--- src/rtl/alu_issue_wb_pkg.sv ---
// Shared constants for the ALU issue/writeback stage: opcodes, instruction field
// positions and the opcode classification helper.
package alu_issue_wb_pkg;

  localparam int unsigned DefDataW = 16;
  localparam int unsigned RegIdxW  = 4;
  localparam int unsigned OpW      = 4;

  localparam logic [OpW-1:0] OP_ADD  = 4'd0;
  localparam logic [OpW-1:0] OP_SUB  = 4'd1;
  localparam logic [OpW-1:0] OP_SLL  = 4'd2;
  localparam logic [OpW-1:0] OP_AND  = 4'd3;
  localparam logic [OpW-1:0] OP_HALT = 4'd15;

  localparam int unsigned OpMsb = 15;
  localparam int unsigned OpLsb = 12;
  localparam int unsigned RdMsb = 11;
  localparam int unsigned RdLsb = 8;
  localparam int unsigned RsMsb = 7;
  localparam int unsigned RsLsb = 4;
  localparam int unsigned RtMsb = 3;
  localparam int unsigned RtLsb = 0;

  typedef enum logic [1:0] {
    KindAlu,
    KindHalt,
    KindIllegal
  } op_kind_e;

  function automatic op_kind_e op_kind(input logic [OpW-1:0] op);
    if (op <= OP_AND) return KindAlu;
    if (op == OP_HALT) return KindHalt;
    return KindIllegal;
  endfunction

endpackage

--- src/rtl/alu_issue_wb_if.sv ---
// Instruction-issue handshake and writeback report of the ALU issue/writeback stage.
interface alu_issue_wb_if
  import alu_issue_wb_pkg::*;
#(
  parameter int unsigned DATA_W = DefDataW
) ();

  logic                 in_valid;
  logic                 in_ready;
  logic [15:0]          in_instr;
  logic                 wb_valid;
  logic [RegIdxW-1:0]   wb_rd;
  logic [DATA_W-1:0]    wb_data;

  modport master (
    output in_valid,
    output in_instr,
    input  in_ready,
    input  wb_valid,
    input  wb_rd,
    input  wb_data
  );

  modport slave (
    input  in_valid,
    input  in_instr,
    output in_ready,
    output wb_valid,
    output wb_rd,
    output wb_data
  );

endinterface

--- src/rtl/regfile_2r1w.sv ---
// Register file: two operand read ports plus a debug read port, one synchronous
// write port. With ZERO_REG set, r0 reads as zero and ignores writes.
module regfile_2r1w
  import alu_issue_wb_pkg::*;
#(
  parameter int unsigned DATA_W   = DefDataW,
  parameter int unsigned NREGS    = 16,
  parameter bit          ZERO_REG = 1'b1
) (
  input  logic               clk,
  input  logic               rst,
  input  logic [RegIdxW-1:0] ra_i,
  input  logic [RegIdxW-1:0] rb_i,
  input  logic [RegIdxW-1:0] rc_i,
  output logic [DATA_W-1:0]  ra_data_o,
  output logic [DATA_W-1:0]  rb_data_o,
  output logic [DATA_W-1:0]  rc_data_o,
  input  logic               we_i,
  input  logic [RegIdxW-1:0] wa_i,
  input  logic [DATA_W-1:0]  wd_i
);

  logic [DATA_W-1:0] mem_q [NREGS];

  always_ff @(posedge clk or posedge rst) begin
    if (rst) begin
      for (int i = 0; i < NREGS; i++) mem_q[i] <= '0;
    end else if (we_i && !(ZERO_REG && (wa_i == '0))) begin
      mem_q[wa_i] <= wd_i;
    end
  end

  assign ra_data_o = (ZERO_REG && (ra_i == '0)) ? '0 : mem_q[ra_i];
  assign rb_data_o = (ZERO_REG && (rb_i == '0)) ? '0 : mem_q[rb_i];
  assign rc_data_o = (ZERO_REG && (rc_i == '0)) ? '0 : mem_q[rc_i];

endmodule

--- src/rtl/alu_issue_wb.sv ---
// Operand issue and writeback stage around an external combinational ALU:
// decode, regfile read with EX-result bypass, writeback, HALT/illegal handling.
module alu_issue_wb
  import alu_issue_wb_pkg::*;
#(
  parameter int unsigned DATA_W   = DefDataW,
  parameter int unsigned NREGS    = 16,
  parameter bit          ZERO_REG = 1'b1
) (
  input  logic               clk,
  input  logic               rst,
  alu_issue_wb_if.slave      bus,
  output logic [DATA_W-1:0]  alu_a_o,
  output logic [DATA_W-1:0]  alu_b_o,
  output logic [OpW-1:0]     alu_op_o,
  input  logic [DATA_W-1:0]  alu_result_i,
  output logic               illegal_op_o,
  output logic               halted_o,
  output logic [15:0]        retired_o,
  input  logic [RegIdxW-1:0] dbg_addr_i,
  output logic [DATA_W-1:0]  dbg_data_o
);

  logic [OpW-1:0]     op;
  logic [RegIdxW-1:0] rd, rs, rt;
  logic [DATA_W-1:0]  rs_data, rt_data;

  logic [DATA_W-1:0]  alu_a_q, alu_a_d, alu_b_q, alu_b_d;
  logic [OpW-1:0]     alu_op_q, alu_op_d;
  logic [RegIdxW-1:0] ex_rd_q, ex_rd_d;
  logic               ex_valid_q, ex_valid_d;
  logic               wb_valid_q, wb_valid_d;
  logic [RegIdxW-1:0] wb_rd_q, wb_rd_d;
  logic [DATA_W-1:0]  wb_data_q, wb_data_d;
  logic               illegal_q, illegal_d;
  logic               halted_q, halted_d;
  logic               halt_pending_q, halt_pending_d;
  logic [15:0]        retired_q, retired_d;

  op_kind_e ex_kind;
  logic     accept, ex_alu, byp_ok;

  assign op = bus.in_instr[OpMsb:OpLsb];
  assign rd = bus.in_instr[RdMsb:RdLsb];
  assign rs = bus.in_instr[RsMsb:RsLsb];
  assign rt = bus.in_instr[RtMsb:RtLsb];

  assign bus.in_ready = !rst && !halted_q && !halt_pending_q;
  assign accept       = bus.in_valid && bus.in_ready;
  assign ex_kind      = op_kind(alu_op_q);
  assign ex_alu       = ex_valid_q && (ex_kind == KindAlu);
  // The EX result is being written this edge, so the regfile copy is stale.
  assign byp_ok       = ex_alu && ((ex_rd_q != '0) || !ZERO_REG);

  regfile_2r1w #(
    .DATA_W  (DATA_W),
    .NREGS   (NREGS),
    .ZERO_REG(ZERO_REG)
  ) u_rf (
    .clk      (clk),
    .rst      (rst),
    .ra_i     (rs),
    .rb_i     (rt),
    .rc_i     (dbg_addr_i),
    .ra_data_o(rs_data),
    .rb_data_o(rt_data),
    .rc_data_o(dbg_data_o),
    .we_i     (ex_alu),
    .wa_i     (ex_rd_q),
    .wd_i     (alu_result_i)
  );

  always_comb begin
    alu_a_d        = alu_a_q;
    alu_b_d        = alu_b_q;
    alu_op_d       = alu_op_q;
    ex_rd_d        = ex_rd_q;
    ex_valid_d     = accept;
    wb_valid_d     = 1'b0;
    wb_rd_d        = wb_rd_q;
    wb_data_d      = wb_data_q;
    illegal_d      = 1'b0;
    halted_d       = halted_q;
    halt_pending_d = halt_pending_q;
    retired_d      = retired_q;

    if (accept) begin
      alu_a_d  = (byp_ok && (ex_rd_q == rs)) ? alu_result_i : rs_data;
      alu_b_d  = (byp_ok && (ex_rd_q == rt)) ? alu_result_i : rt_data;
      alu_op_d = op;
      ex_rd_d  = rd;
      if (op == OP_HALT) halt_pending_d = 1'b1;
    end

    if (ex_valid_q) begin
      case (ex_kind)
        KindAlu: begin
          wb_valid_d = 1'b1;
          wb_rd_d    = ex_rd_q;
          wb_data_d  = alu_result_i;
          retired_d  = retired_q + 16'd1;
        end
        KindHalt: begin
          halted_d       = 1'b1;
          halt_pending_d = 1'b0;
          retired_d      = retired_q + 16'd1;
        end
        default: illegal_d = 1'b1;
      endcase
    end
  end

  always_ff @(posedge clk or posedge rst) begin
    if (rst) begin
      alu_a_q        <= '0;
      alu_b_q        <= '0;
      alu_op_q       <= '0;
      ex_rd_q        <= '0;
      ex_valid_q     <= 1'b0;
      wb_valid_q     <= 1'b0;
      wb_rd_q        <= '0;
      wb_data_q      <= '0;
      illegal_q      <= 1'b0;
      halted_q       <= 1'b0;
      halt_pending_q <= 1'b0;
      retired_q      <= '0;
    end else begin
      alu_a_q        <= alu_a_d;
      alu_b_q        <= alu_b_d;
      alu_op_q       <= alu_op_d;
      ex_rd_q        <= ex_rd_d;
      ex_valid_q     <= ex_valid_d;
      wb_valid_q     <= wb_valid_d;
      wb_rd_q        <= wb_rd_d;
      wb_data_q      <= wb_data_d;
      illegal_q      <= illegal_d;
      halted_q       <= halted_d;
      halt_pending_q <= halt_pending_d;
      retired_q      <= retired_d;
    end
  end

  assign alu_a_o      = alu_a_q;
  assign alu_b_o      = alu_b_q;
  assign alu_op_o     = alu_op_q;
  assign bus.wb_valid = wb_valid_q;
  assign bus.wb_rd    = wb_rd_q;
  assign bus.wb_data  = wb_data_q;
  assign illegal_op_o = illegal_q;
  assign halted_o     = halted_q;
  assign retired_o    = retired_q;

endmodule
--- src/flat_wrapper.sv ---
// flat-port wrapper written by rule: the top's interface ports become plain ports
module alu_issue_wb_flat import alu_issue_wb_pkg::*;
#(
  parameter int unsigned DATA_W   = DefDataW,
  parameter int unsigned NREGS    = 16,
  parameter bit          ZERO_REG = 1'b1
)
  (clk, rst, alu_a_o, alu_b_o, alu_op_o, alu_result_i, illegal_op_o, halted_o, retired_o, dbg_addr_i, dbg_data_o, bus_in_valid, bus_in_instr, bus_in_ready, bus_wb_valid, bus_wb_rd, bus_wb_data);
  alu_issue_wb_if #(.DATA_W(DATA_W)) bus_i ();
  input  logic clk;
  input  logic rst;
  output logic [DATA_W-1:0] alu_a_o;
  output logic [DATA_W-1:0] alu_b_o;
  output logic [OpW-1:0] alu_op_o;
  input  logic [DATA_W-1:0] alu_result_i;
  output logic illegal_op_o;
  output logic halted_o;
  output logic [15:0] retired_o;
  input  logic [RegIdxW-1:0] dbg_addr_i;
  output logic [DATA_W-1:0] dbg_data_o;
  input wire logic [$bits(bus_i.in_valid)-1:0] bus_in_valid;
  input wire logic [$bits(bus_i.in_instr)-1:0] bus_in_instr;
  output wire logic [$bits(bus_i.in_ready)-1:0] bus_in_ready;
  output wire logic [$bits(bus_i.wb_valid)-1:0] bus_wb_valid;
  output wire logic [$bits(bus_i.wb_rd)-1:0] bus_wb_rd;
  output wire logic [$bits(bus_i.wb_data)-1:0] bus_wb_data;
  assign bus_i.in_valid = bus_in_valid;
  assign bus_i.in_instr = bus_in_instr;
  assign bus_in_ready = bus_i.in_ready;
  assign bus_wb_valid = bus_i.wb_valid;
  assign bus_wb_rd = bus_i.wb_rd;
  assign bus_wb_data = bus_i.wb_data;
  alu_issue_wb #(.DATA_W(DATA_W), .NREGS(NREGS), .ZERO_REG(ZERO_REG)) u_core (.clk(clk), .rst(rst), .bus(bus_i), .alu_a_o(alu_a_o), .alu_b_o(alu_b_o), .alu_op_o(alu_op_o), .alu_result_i(alu_result_i), .illegal_op_o(illegal_op_o), .halted_o(halted_o), .retired_o(retired_o), .dbg_addr_i(dbg_addr_i), .dbg_data_o(dbg_data_o));
endmodule
--- config.mk ---
export PLATFORM = sky130hd
export DESIGN_NAME = alu_issue_wb_flat
export DESIGN_NICKNAME = d
export VERILOG_FILES = /design/src/rtl/alu_issue_wb_pkg.sv /design/src/rtl/alu_issue_wb_if.sv /design/src/rtl/regfile_2r1w.sv /design/src/rtl/alu_issue_wb.sv /design/src/flat_wrapper.sv
export SDC_FILE = /design/constraint.sdc
export NUM_CORES = 1
export LEC_CHECK = 0
export ABC_CLOCK_PERIOD_IN_PS = 13630
export CORE_UTILIZATION = 45
export CTS_CLUSTER_DIAMETER = 150
export DETAILED_ROUTE_END_ITERATION = 8
export MAX_ROUTING_LAYER = met4
export PLACE_DENSITY = 0.66
export SETUP_SLACK_MARGIN = 0.15
export SYNTH_ARGS = -nofsm -noshare
export SYNTH_HDL_FRONTEND = slang
export SYNTH_SLANG_ARGS = --single-unit
--- constraint.sdc ---
create_clock -name clk -period 13.63 [get_ports clk]
set_input_delay 4.089 -clock clk [delete_from_list [all_inputs] [get_ports clk]]
set_output_delay 4.089 -clock clk [all_outputs]
set_load 0.03 [all_outputs]
==> impl_metrics.csv <==
group,metric,value,unit
clock_tree,cts_buffer_depth,3,
worst_hold_path,hp-class,"flip-flop to flip-flop",
clock_tree,hold_buffers,0,
logic_synthesis,synth_top_family_by_area,"multiplexers",
detailed_routing,dr.first_iter.drc_count,1246,
sta,rsz0062_at_grt,"no",
sta,finalHoldViolations,0,
pwr,p_leak,9.37,nW
sta,fmax,89.7,MHz
cells_and_area,drive_gt1_share,32.5,%
clock_tree,cts.sinks,337,
cells_and_area,nNetsFinal,1543,
critical_path,path_max_fanout,37,
global_route,grt_usage,26.9,%
detailed_routing,drc,0,
detailed_routing,routed_via_density,6.43,
logic_synthesis,synth.avg_cell_area,13.2,sq um
die,start_util,45.9,%
status,outcome,"completed",
detailed_routing,wire_per_inst,27.2,um
die,die_y,209,um
logic_synthesis,syn_inst,1466,
global_route,grt_pass1_vias,13400,
die,rows,75,
logic_synthesis,yosysWarnings,0,
cells_and_area,mostFrequentLayoutCells,"dfrtp_1, mux2_2, mux2i_1, mux4_2, clkdlybuf4s50_1",
placement,dpl.hpwl,34700,um
global_route,grt.overflow.total,0,
sta,slew_violations,0,
clock_tree,postCtsResizedCells,0,
detailed_routing,drtAntennaViolNets,0,
logic_synthesis,synthDistinctLibCells,49,
logic_synthesis,synth-seq-area-share,43.5,%
logic_synthesis,synth-seq-cells,337,
clock_tree,clkTransAtPathRegs,60,ps
critical_path,crit_path_start_kind,"input port",
die,ios,131,
logic_synthesis,synth_top_area_share,43.5,%
global_route,grt_first_pass_wirelength,85700,um
cells_and_area,fin_util,52.3,%
detailed_routing,drt_wl_total,56200,um
placement,gp_congestion,0.866,
logic_synthesis,synth_simple_gate_area_share,5.58,%
sta,relSlewSlack,21.4,%
logic_synthesis,synth_fa_ha_area_share,0.0646,%
sta,finalCriticalPeriod,11150,ps
clock_tree,cts_tree,"done",
die,die_w,209,um
critical_path,path_class,"input port to output pin",
logic_synthesis,synth_xor_area_share,1.04,%
logic_synthesis,synth-async-reset-ratio,100,%
sta,worstMarginPinSlew,1170,ps
detailed_routing,first_pass_iters,5,
sta,skew,17.1,ps
pwr,ir_worst_vdd,0.0855,mV
cells_and_area,layout_commonest_cell,"dfrtp_1",
clock_tree,clkLatencyLatePin,570,ps
logic_synthesis,synth_edf_count,0,
die,core_area,0.0422,sq mm
cells_and_area,syn2layout_area_growth,14.0,%
pwr,total_power,4.22,mW
die,dieArea,0.0439,sq mm
clock_tree,cts-buffers-inserted,39,
logic_synthesis,synth_compound_area_share,7.27,%
flow_run,cap_violations,0,
critical_path,end_kind,"output pin",
logic_synthesis,syn_nets,1506,
critical_path,cp_data_arrival_time,7060,ps
logic_synthesis,syn_area,0.0194,sq mm
detailed_routing,routed-via-count,13300,
clock_tree,cts_max_level,2,
logic_synthesis,synth.area.top_cells,"dfrtp_1, mux4_2, mux2_2, mux2i_1, a22oi_1",
clock_tree,cts_setup_buffers,0,
logic_synthesis,synth_top_cell_by_area,"dfrtp_1",
global_route,antenna_found_initial,0,
critical_path,worstPathRequired,9540,ps
sta,setup_viol,0,
logic_synthesis,synth_mux_area_share,38.5,%
clock_tree,cts_root_buf,"clkbuf_16",
global_route,grt_max_degree,123,
cells_and_area,antenna_cells,0,
logic_synthesis,synth_ff_type,"dfrtp_1",
sta,setup-tns-final,0,ps
placement,portBuffers,130,
sta,post-route-period-util,81.8,%
pwr,powerDensity,191,mW/mm^2
-- worst paths after layout --
path	start	endpoint	slack, ps	cells past startpoint
worst max-delay path	dbg_addr_i[1]	dbg_data_o[7]	2480	6
worst min-delay path	u_core.u_rf.mem_q[242]$_DFFE_PP0P_	u_core.u_rf.mem_q[242]$_DFFE_PP0P_	430	0
worst max register to register	u_core.alu_op_o[3]$_DFFE_PP0N_	u_core.u_rf.mem_q[238]$_DFFE_PP0P_	10540	5
worst min register to register	u_core.u_rf.mem_q[242]$_DFFE_PP0P_	u_core.u_rf.mem_q[242]$_DFFE_PP0P_	430	0
max in group asynchronous	rst	u_core.u_rf.mem_q[19]$_DFFE_PP0P_	7020	4
min in group asynchronous	rst	u_core.ex_rd_q[1]$_DFFE_PP0N_	4160	2
-- kinds of logic (layout without fill, tap and decap cells) --
logic type      after synthesis  after routing
buf+inv                     167            229
fa+ha+maj                     1              1
compound gates              192            192
simple gates                201            201
mux                         545            545
xor+xnor                     23             23
flops                       337            337
-- metrics by stage --
step | instances | setup WS (ps) | hold slack, ps | instance area, sq um
floorplan | 1466 | 203 | 458 | 19400
global placement | 2001 | 2530 | 404 | 20800
detailed placement | 2001 | 2510 | 404 | 20800
CTS | 2067 | 2510 | 419 | 22100
global route | 2067 | 2330 | 438 | 22100
finish | 2067 | 2480 | 425 | 22100
-- area by class of cell --
| class | count | area (sq um) |
|---|---|---|
| clock buffer | 57 | 1120 |
| inverter | 4 | 22.5 |
| multi-input combinational | 962 | 10200 |
| tap | 539 | 674 |
| sequential | 337 | 8430 |
| fill | 3557 | 20200 |
| timing repair buffer | 159 | 1480 |
| clock inverter | 9 | 139 |
-- flip-flops by register name, summed over array words and instances, names as in the netlist --
name	flops
u_core.alu_op_o	4
u_core.retired_o	16
u_core.halt_pending_q	1
u_core.bus.wb_valid	1
u_core.bus.wb_rd	4
u_core.alu_b_o	16
u_core.ex_rd_q	4
u_core.ex_valid_q	1
u_core.illegal_op_o	1
u_core.u_rf.mem_q	256
u_core.bus.wb_data	16
u_core.alu_a_o	16
u_core.halted_o	1
-- power breakdown --
group | switching, mW | internal (mW) | total (mW)
logic | 0.679 | 0.778 | 1.46
registers | 0.364 | 1.34 | 1.71
clock network | 0.427 | 0.629 | 1.06
total | 1.47 | 2.75 | 4.22
-- cells in the mapped netlist, drive strengths merged (3+ instances only) --
cell type and n:
clkbuf 71, nand3 9, and4 3, nor3 4, a32oi 32, xor2 10, nor2b 25, and3 4
nand4 8, mux2 243, dfrtp 337, xnor2 13, nand2 95, mux4 132, a211oi 33, a22oi 60
buf 92, o31ai 30, inv 3, nor2 9, a21oi 31, and2 33, nor4 4, mux2i 170
-- worst max-delay path, cell delays in order --
cell and delay [ps]:
buf_2 820, buf_4 460, mux4_2 250, a211oi_1 70, a211oi_1 540, clkdlybuf4s50_1 780
-- layer usage --
| layer | vias up | GRT usage, % | routed length, um |
|---|---|---|---|
| met5 | - | - | 0 |
| met4 | 0 | 9.41 | 1740 |
| met3 | 116 | 5.21 | 4100 |
| met2 | 567 | 40.6 | 26300 |
| met1 | 6965 | 36.3 | 24000 |
| li1 | 5649 | - | - |
Power figures use the tool's default switching activity.
